File: config.mk
export PLATFORM = sky130hd
export DESIGN_NAME = display_scanner_flat
export DESIGN_NICKNAME = d
export VERILOG_FILES = /design/src/rtl/display_scanner_pkg.sv /design/src/rtl/display_scanner_if.sv /design/src/rtl/display_scanner_scan_timer.sv /design/src/rtl/display_scanner.sv /design/src/flat_wrapper.sv
export SDC_FILE = /design/constraint.sdc
export NUM_CORES = 1
export LEC_CHECK = 0
export BUFFER_PORTS_ARGS = -buffer_cell sky130_fd_sc_hd__buf_2
export CORE_MARGIN = 3
export CORE_UTILIZATION = 50
export CTS_CLUSTER_DIAMETER = 60
export DETAILED_ROUTE_END_ITERATION = 10
export PLACE_DENSITY = 0.73
export SLEW_MARGIN = 10
export SYNTH_ARGS = -nofsm -noshare
export SYNTH_HDL_FRONTEND = slang
export SYNTH_HIERARCHICAL = 1
export SYNTH_SLANG_ARGS = --single-unit
File: constraint.sdc
create_clock -name clock -period 3.9 [get_ports clock]
set_clock_uncertainty 0.15 [all_clocks]
set_input_delay 0.195 -clock clock [delete_from_list [all_inputs] [get_ports clock]]
set_output_delay 0.195 -clock clock [all_outputs]
set_load 0.03 [all_outputs]
File: src/rtl/display_scanner_pkg.sv
// Shared definitions for the display scanner.
// Holds the slot numbering of the multiplexed panel, the bit positions of the
// annunciator byte, the scan sequencer state encoding, and a helper that packs
// the annunciator flags into their panel byte.
package display_scanner_pkg;

    localparam int NUM_SLOTS = 7;

    // Panel slots, in scan order.
    localparam logic [2:0] SLOT_U10   = 3'd0;
    localparam logic [2:0] SLOT_U01   = 3'd1;
    localparam logic [2:0] SLOT_L1000 = 3'd2;
    localparam logic [2:0] SLOT_L0100 = 3'd3;
    localparam logic [2:0] SLOT_L0010 = 3'd4;
    localparam logic [2:0] SLOT_L0001 = 3'd5;
    localparam logic [2:0] SLOT_ANN   = 3'd6;

    // Annunciator byte bit positions; bits 7:6 are always zero.
    localparam int ANN_AVS   = 0;
    localparam int ANN_DAY   = 1;
    localparam int ANN_MAX   = 2;
    localparam int ANN_TIM   = 3;
    localparam int ANN_COL   = 4;
    localparam int ANN_POINT = 5;

    typedef enum logic [1:0] {
        IDLE  = 2'd0,
        BLANK = 2'd1,
        ON    = 2'd2
    } scan_state_e;

    function automatic logic [7:0] pack_ann(
        input logic avs_f,
        input logic day_f,
        input logic max_f,
        input logic tim_f,
        input logic col_f,
        input logic point_f
    );
        logic [7:0] ann_b;
        ann_b            = 8'h00;
        ann_b[ANN_AVS]   = avs_f;
        ann_b[ANN_DAY]   = day_f;
        ann_b[ANN_MAX]   = max_f;
        ann_b[ANN_TIM]   = tim_f;
        ann_b[ANN_COL]   = col_f;
        ann_b[ANN_POINT] = point_f;
        return ann_b;
    endfunction

endpackage

File: src/rtl/display_scanner_if.sv
// Display data bundle from the control block to the scanner.
// Carries the six 8-bit segment patterns (1 = lit) and the six annunciator flags.
// master: the producer (control block); slave: the consumer (display_scanner).
interface display_scanner_if;

    logic [7:0] upper10;
    logic [7:0] upper01;
    logic [7:0] lower1000;
    logic [7:0] lower0100;
    logic [7:0] lower0010;
    logic [7:0] lower0001;
    logic       AVS;
    logic       DAY;
    logic       MAX;
    logic       TIM;
    logic       col;
    logic       point;

    modport master (
        output upper10, upper01, lower1000, lower0100, lower0010, lower0001,
        output AVS, DAY, MAX, TIM, col, point
    );

    modport slave (
        input upper10, upper01, lower1000, lower0100, lower0010, lower0001,
        input AVS, DAY, MAX, TIM, col, point
    );

endinterface

File: src/rtl/display_scanner_scan_timer.sv
// Slot sequencer for the display scanner.
// Walks IDLE -> (BLANK -> ON) x 7 slots -> wrap, counting ticks in each phase.
// Ports:
//   clock, reset (sync, active-low), en (scan enable)
//   phase_s, slot_s, on_tick_s, wrap_s: the phase, slot, in-phase tick and
//     snapshot-load strobe that the sequencer takes on at the coming clock edge.
//     They are exported one edge early so the top can register its outputs in
//     the same edge as the sequencer state, keeping everything cycle-aligned.
module scan_timer
    import display_scanner_pkg::*;
#(
    parameter int DIGIT_TICKS = 16,
    parameter int BLANK_TICKS = 2
) (
    input  logic        clock,
    input  logic        reset,
    input  logic        en,
    output scan_state_e phase_s,
    output logic [2:0]  slot_s,
    output logic [7:0]  on_tick_s,
    output logic        wrap_s
);

    localparam logic [7:0] BLANK_LAST = 8'(BLANK_TICKS - 1);
    localparam logic [7:0] ON_LAST    = 8'(DIGIT_TICKS - BLANK_TICKS - 1);

    scan_state_e phase_r;
    logic [2:0]  slot_r;
    logic [7:0]  tick_r;

    // Next-state decode; the tick counter restarts at 0 on every phase change.
    always_comb begin
        phase_s = phase_r;
        slot_s  = slot_r;
        on_tick_s = tick_r;
        wrap_s  = 1'b0;
        if (!en) begin
            phase_s   = IDLE;
            slot_s    = SLOT_U10;
            on_tick_s = 8'd0;
        end else begin
            case (phase_r)
                IDLE: begin
                    phase_s   = BLANK;
                    slot_s    = SLOT_U10;
                    on_tick_s = 8'd0;
                    wrap_s    = 1'b1;
                end
                BLANK: begin
                    if (tick_r == BLANK_LAST) begin
                        phase_s   = ON;
                        on_tick_s = 8'd0;
                    end else begin
                        on_tick_s = tick_r + 8'd1;
                    end
                end
                ON: begin
                    if (tick_r == ON_LAST) begin
                        phase_s   = BLANK;
                        on_tick_s = 8'd0;
                        if (slot_r == SLOT_ANN) begin
                            slot_s = SLOT_U10;
                            wrap_s = 1'b1;
                        end else begin
                            slot_s = slot_r + 3'd1;
                        end
                    end else begin
                        on_tick_s = tick_r + 8'd1;
                    end
                end
                default: begin
                    phase_s   = IDLE;
                    slot_s    = SLOT_U10;
                    on_tick_s = 8'd0;
                end
            endcase
        end
    end

    // Sequencer state register.
    always_ff @(posedge clock) begin
        if (!reset) begin
            phase_r <= IDLE;
            slot_r  <= SLOT_U10;
            tick_r  <= 8'd0;
        end else begin
            phase_r <= phase_s;
            slot_r  <= slot_s;
            tick_r  <= on_tick_s;
        end
    end

endmodule

File: src/rtl/display_scanner.sv
// Multiplexed LED panel scanner.
// Snapshots the control block's display data once per frame and scans it out
// one slot at a time on a shared segment bus with a one-hot digit select,
// inserting a blank gap before every slot and optionally halving brightness.
// Ports:
//   clock, reset (sync, active-low), en (scan enable), dim (half brightness)
//   disp        display data bundle (slave side)
//   seg_out     shared segment bus, polarity per SEG_ACTIVE_LOW
//   dig_sel     one-hot digit select, polarity per DIG_ACTIVE_LOW
//   slot_idx    current slot 0..6
//   frame_start one-cycle pulse in the cycle the snapshot is loaded
module display_scanner
    import display_scanner_pkg::*;
#(
    parameter int DIGIT_TICKS    = 16,
    parameter int BLANK_TICKS    = 2,
    parameter int SEG_ACTIVE_LOW = 1,
    parameter int DIG_ACTIVE_LOW = 0
) (
    input  logic                clock,
    input  logic                reset,
    input  logic                en,
    input  logic                dim,
    display_scanner_if.slave    disp,
    output logic [7:0]          seg_out,
    output logic [6:0]          dig_sel,
    output logic [2:0]          slot_idx,
    output logic                frame_start
);

    localparam int         ON_TICKS  = DIGIT_TICKS - BLANK_TICKS;
    localparam logic [7:0] DIM_LIMIT = 8'(ON_TICKS / 2);
    localparam logic [7:0] SEG_POL   = (SEG_ACTIVE_LOW != 0) ? 8'hFF : 8'h00;
    localparam logic [6:0] DIG_POL   = (DIG_ACTIVE_LOW != 0) ? 7'h7F : 7'h00;

    scan_state_e phase_s;
    logic [2:0]  slot_s;
    logic [7:0]  on_tick_s;
    logic        wrap_s;
    logic        lit_s;
    logic [7:0]  seg_nxt_s;
    logic [6:0]  dig_nxt_s;

    logic [7:0]  snap_r [NUM_SLOTS];
    logic [7:0]  seg_out_r;
    logic [6:0]  dig_sel_r;
    logic [2:0]  slot_idx_r;
    logic        frame_start_r;

    scan_timer #(
        .DIGIT_TICKS (DIGIT_TICKS),
        .BLANK_TICKS (BLANK_TICKS)
    ) u_scan_timer (
        .clock     (clock),
        .reset     (reset),
        .en        (en),
        .phase_s   (phase_s),
        .slot_s    (slot_s),
        .on_tick_s (on_tick_s),
        .wrap_s    (wrap_s)
    );

    // Decide whether the coming cycle lights a digit; dim keeps only the first half of ON.
    always_comb begin
        lit_s = 1'b0;
        if (phase_s == ON) begin
            if (dim && (on_tick_s >= DIM_LIMIT)) begin
                lit_s = 1'b0;
            end else begin
                lit_s = 1'b1;
            end
        end else begin
            lit_s = 1'b0;
        end
    end

    // Output mux with polarity; segment and digit select are lit together or not at all.
    always_comb begin
        seg_nxt_s = SEG_POL;
        dig_nxt_s = DIG_POL;
        if (lit_s) begin
            seg_nxt_s = snap_r[slot_s] ^ SEG_POL;
            dig_nxt_s = (7'd1 << slot_s) ^ DIG_POL;
        end else begin
            seg_nxt_s = SEG_POL;
            dig_nxt_s = DIG_POL;
        end
    end

    // Frame snapshot; reloaded only on the wrap strobe so a frame never tears.
    always_ff @(posedge clock) begin
        if (!reset) begin
            for (int i = 0; i < NUM_SLOTS; i++) begin
                snap_r[i] <= 8'h00;
            end
        end else if (wrap_s) begin
            snap_r[SLOT_U10]   <= disp.upper10;
            snap_r[SLOT_U01]   <= disp.upper01;
            snap_r[SLOT_L1000] <= disp.lower1000;
            snap_r[SLOT_L0100] <= disp.lower0100;
            snap_r[SLOT_L0010] <= disp.lower0010;
            snap_r[SLOT_L0001] <= disp.lower0001;
            snap_r[SLOT_ANN]   <= pack_ann(disp.AVS, disp.DAY, disp.MAX,
                                           disp.TIM, disp.col, disp.point);
        end else begin
            for (int i = 0; i < NUM_SLOTS; i++) begin
                snap_r[i] <= snap_r[i];
            end
        end
    end

    // Output registers.
    always_ff @(posedge clock) begin
        if (!reset) begin
            seg_out_r     <= SEG_POL;
            dig_sel_r     <= DIG_POL;
            slot_idx_r    <= SLOT_U10;
            frame_start_r <= 1'b0;
        end else begin
            seg_out_r     <= seg_nxt_s;
            dig_sel_r     <= dig_nxt_s;
            slot_idx_r    <= slot_s;
            frame_start_r <= wrap_s;
        end
    end

    assign seg_out     = seg_out_r;
    assign dig_sel     = dig_sel_r;
    assign slot_idx    = slot_idx_r;
    assign frame_start = frame_start_r;

endmodule

File: src/flat_wrapper.sv
// flat-port wrapper written by rule: the top's interface ports become plain ports
module display_scanner_flat import display_scanner_pkg::*;
#(
    parameter int DIGIT_TICKS    = 16,
    parameter int BLANK_TICKS    = 2,
    parameter int SEG_ACTIVE_LOW = 1,
    parameter int DIG_ACTIVE_LOW = 0
)
  (clock, reset, en, dim, seg_out, dig_sel, slot_idx, frame_start, disp_upper10, disp_upper01, disp_lower1000, disp_lower0100, disp_lower0010, disp_lower0001, disp_AVS, disp_DAY, disp_MAX, disp_TIM, disp_col, disp_point);
  display_scanner_if disp_i ();
  input  logic clock;
  input  logic reset;
  input  logic en;
  input  logic dim;
  output logic [7:0] seg_out;
  output logic [6:0] dig_sel;
  output logic [2:0] slot_idx;
  output logic frame_start;
  input wire logic [$bits(disp_i.upper10)-1:0] disp_upper10;
  input wire logic [$bits(disp_i.upper01)-1:0] disp_upper01;
  input wire logic [$bits(disp_i.lower1000)-1:0] disp_lower1000;
  input wire logic [$bits(disp_i.lower0100)-1:0] disp_lower0100;
  input wire logic [$bits(disp_i.lower0010)-1:0] disp_lower0010;
  input wire logic [$bits(disp_i.lower0001)-1:0] disp_lower0001;
  input wire logic [$bits(disp_i.AVS)-1:0] disp_AVS;
  input wire logic [$bits(disp_i.DAY)-1:0] disp_DAY;
  input wire logic [$bits(disp_i.MAX)-1:0] disp_MAX;
  input wire logic [$bits(disp_i.TIM)-1:0] disp_TIM;
  input wire logic [$bits(disp_i.col)-1:0] disp_col;
  input wire logic [$bits(disp_i.point)-1:0] disp_point;
  assign disp_i.upper10 = disp_upper10;
  assign disp_i.upper01 = disp_upper01;
  assign disp_i.lower1000 = disp_lower1000;
  assign disp_i.lower0100 = disp_lower0100;
  assign disp_i.lower0010 = disp_lower0010;
  assign disp_i.lower0001 = disp_lower0001;
  assign disp_i.AVS = disp_AVS;
  assign disp_i.DAY = disp_DAY;
  assign disp_i.MAX = disp_MAX;
  assign disp_i.TIM = disp_TIM;
  assign disp_i.col = disp_col;
  assign disp_i.point = disp_point;
  display_scanner #(.DIGIT_TICKS(DIGIT_TICKS), .BLANK_TICKS(BLANK_TICKS), .SEG_ACTIVE_LOW(SEG_ACTIVE_LOW), .DIG_ACTIVE_LOW(DIG_ACTIVE_LOW)) u_core (.clock(clock), .reset(reset), .en(en), .dim(dim), .disp(disp_i), .seg_out(seg_out), .dig_sel(dig_sel), .slot_idx(slot_idx), .frame_start(frame_start));
endmodule
==> summary.txt <==
Floorplanning
  • Starting Density: 53.22%
  • I/O pin cnt: 77
  • Row cnt: 31
  • Die ar.: 0.009074 sq mm
  • Die Wd: about 95 microns
  • Die Ht: roughly 95 microns
  • Core Area: 0.007486 sq mm

Run
  • Max-Cap Viols: 0

STA
  • Slew Limit Headroom: 45.11%
  • Final min period: 3.376 ns
  • RSZ-0062 raised after global routing: false
  • Hold Slack: ~0.016 ns
  • Setup violators final: 0
  • Period utilisation layout: 86.57%
  • Final setup TNS: 0 ns
  • Tightest Pin Transition: roughly 0.82 ns
  • Final critical-path setup slack: 0.5238 ns
  • Max Fclk: 296.2 MHz
  • Final Slew Violations: 0
  • Final Hold Viols: 0

Detailed routing
  • Total number of vias: ~2900
  • DRC Markers: 0
  • Initial DRC Count: 220
  • DRT antenna net count: 0
  • Final wirelength: 8571 microns
  • Mean routed wirelength per cell: 16.81 microns
  • Via density per instance: roughly 5.7
  • 1st-pass router iterations: 5

Critical path
  • Required time worst endpoint: 4.04 ns
  • Startpoint class of the critical path: flop
  • Crit end category: flop
  • Crit path DAT: 3.52 ns
  • Setup CP Type: flop to flop
  • CP max FO: 16
  • Reg-to-reg endpoint: u_core/dig_sel[1]
  • Reg2reg start: u_core/u_scan_timer/tick_r[0]
  • Worst-case reg-to-reg path depth: 8
  • R2r setup slk: between 0.5 and 0.6 ns

Global routing
  • Pin count of the biggest net entering global routing: 64
  • Initial antenna violation count: 0
  • All-Layer GR Usage: 19.60%
  • Total gr overflow: 0
  • Vias in the first global route: around 2800
  • First-pass GRT wire length: approximately 14000 microns

Yosys
  • Syn Area/Cell: around 12 sq um
  • Syn Inst Count: 328
  • Top-count cell post-synth: and3_1
  • Synth Flop Type: edfxtp_1
  • Synth warnings: 6
  • Area leader, netlist: edfxtp_1
  • Async SR Flop Fraction: 0%
  • Synth Register Bits: 86
  • Post-synth EDFFs: 48
  • Syn Std Cell Area: 0.003984 sq mm
  • Synth top area cells: edfxtp_1 36%, dfxtp_1 19%, and3_1 7.7%
  • Commonest cells post-synth: 49 x and3_1, 48 x edfxtp_1, 38 x dfxtp_1, 19 x clkbuf_1, 15 x nand2_1
  • Top-area cell type share of the netlist area: 36.18%
  • Seq/Total Area, Yosys: a little under three fifths
  • Synthesized net count: 392
  • Library cells used by synthesis: 50

Cells and area
  • Number of diodes: 0
  • NumNets Final: 470
  • Fillers: 572
  • Fraction of layout cells with a size suffix above 1: 29.20%
  • Synthesis-to-layout area growth: 19.38%
  • Register Area: approximately 0.0022 sq mm
  • Multi-input logic area: 0.001635 sq mm
  • Final Non-Filler Cells: 510

Power and ir drop
  • Tot Pwr: 0.001798 W
  • Max IR drop VDD: 0.1811 mV
  • Cell Pwr Density: roughly 380 mW/mm^2
  • Leak Pwr: 1.948 nW

Min path
  • Worst Hold Path Cells: 2
  • Hold crit path type: input port to flop
  • Hold path endpoint: u_core/snap_r[2][2]
  • Critical hold path startpoint: disp_lower1000[2]

Clock network
  • Clk_lat worst skew: 0.34 ns
  • Clock buffer depth: 2
  • CTS tree: done
  • Worst-path clk slew: 0.10 ns
  • Clk root buf: clkbuf_8
  • Setup bufs post-CTS: 0
  • H-Tree Depth: 3
  • CTS Buf Count: 9
  • CTS resizes: 0
  • # clock sinks: 86

Placement
  • Routability congestion estimate: 0.8722
  • DP Wirelength: around 5800 microns
  • Placed Cells: 481
  • Input/output buffers: 76
  • Dpl ws: 0.5513 ns

Status
  • Outcome: complete, no violations
-- stage by stage --
| stage | utilization (%) | instance area, sq um |
|---|---|---|
| floorplan | - | 3984 |
| global route | 63.53 | 4756 |
| CTS | 63.40 | 4746 |
| detailed placement | 58.95 | 4413 |
| finish | 63.53 | 4756 |
| global placement | 58.95 | 4413 |
-- critical path, stage by stage, from the launching register on --
cell       delay [ns]
dfxtp_1          0.45
ha_1             0.25
or3b_2           0.52
nor4_4           0.59
nor3_1           0.12
a311o_1          0.43
a2111oi_2        0.39
buf_4            0.24
and3b_2          0.18
-- sequential cells by signal, summed over array words and instances (netlist names) --
signal                       flops
u_core/dig_sel                   7
u_core/slot_idx                  3
u_core/frame_start               1
u_core/u_scan_timer/phase_r      2
u_core/seg_out                   8
u_core/u_scan_timer/tick_r       8
u_core/snap_r                   54
u_core/u_scan_timer/slot_r       3
-- metal layers --
layer | global-route usage, % | vias up | share of wire [%]
li1 | - | 1414 | -
met1 | 26.23 | 1383 | 45
met2 | 31.31 | 106 | 47
met3 | 4.262 | 12 | 6.0
met4 | 7.212 | 0 | 1.8
met5 | 0 | - | 0
-- how the worst max path moves through the flow --
stage,start,to,slack (ns),cells past startpoint
3_3_place_gp,u_core/u_scan_timer/tick_r[0],u_core/dig_sel[1],0.64,8
5_1_grt,u_core/u_scan_timer/tick_r[0],u_core/dig_sel[0],0.35,8
2_1_floorplan,u_core/u_scan_timer/phase_r[0],u_core/snap_r[0][0],0.63,8
3_5_place_dp,u_core/u_scan_timer/tick_r[0],u_core/dig_sel[1],0.55,8
6_report,u_core/u_scan_timer/tick_r[0],u_core/dig_sel[1],0.52,8
4_1_cts,u_core/u_scan_timer/tick_r[0],u_core/dig_sel[1],0.52,8
-- where the power goes --
group	switching, W	internal (W)	total, W
combinational	0.0000712	0.0000647	0.000136
clock	0.000345	0.000298	0.000643
sequential	0.0000138	0.00101	0.00102
total	0.000430	0.00137	0.00180
-- logic make-up after synthesis --
logic type	count (synthesis)	synth area share (%)
AO/OA/AOI/OAI	51	9.705
XOR/XNOR	3	0.6597
adder cells (fa/ha/maj)	6	1.884
buffers and inverters	34	4.177
flip-flops	86	55.28
multiplexers	22	8.040
AND/OR/NAND/NOR	126	20.26
-- cells in the final DEF, fill, tap and decap left out, types with 5 or more instances in the layout --
cell type,netlist,final
clkbuf_8,0,10
a22oi_1,8,8
mux2i_1,14,14
dlygate4sd3_1,0,13
o21ai_0,10,10
nor4_1,8,8
nand2_1,15,15
ha_1,6,6
buf_4,3,7
o211ai_1,7,7
buf_2,4,76
and3_1,49,49
mux4_2,8,8
and2_1,5,5
edfxtp_1,48,48
and3b_1,5,5
a211oi_1,9,9
dfxtp_1,38,38
nor2b_1,8,8
inv_1,5,5
-- area by class of cell --
cell class	count	area share (%)
tap	99	2.605
clock buffer	11	3.420
clock inverter	5	1.052
sequential	86	46.30
multi-input combinational	208	34.39
timing repair buffer	96	11.84
inverter	5	0.3946
-- timing repair --
item	4_1_cts	5_1_grt
setup endpoints to repair	0	0
hold buffers	12	1
endpoints found under the hold margin	12	1
Power figures use the tool's default switching activity.
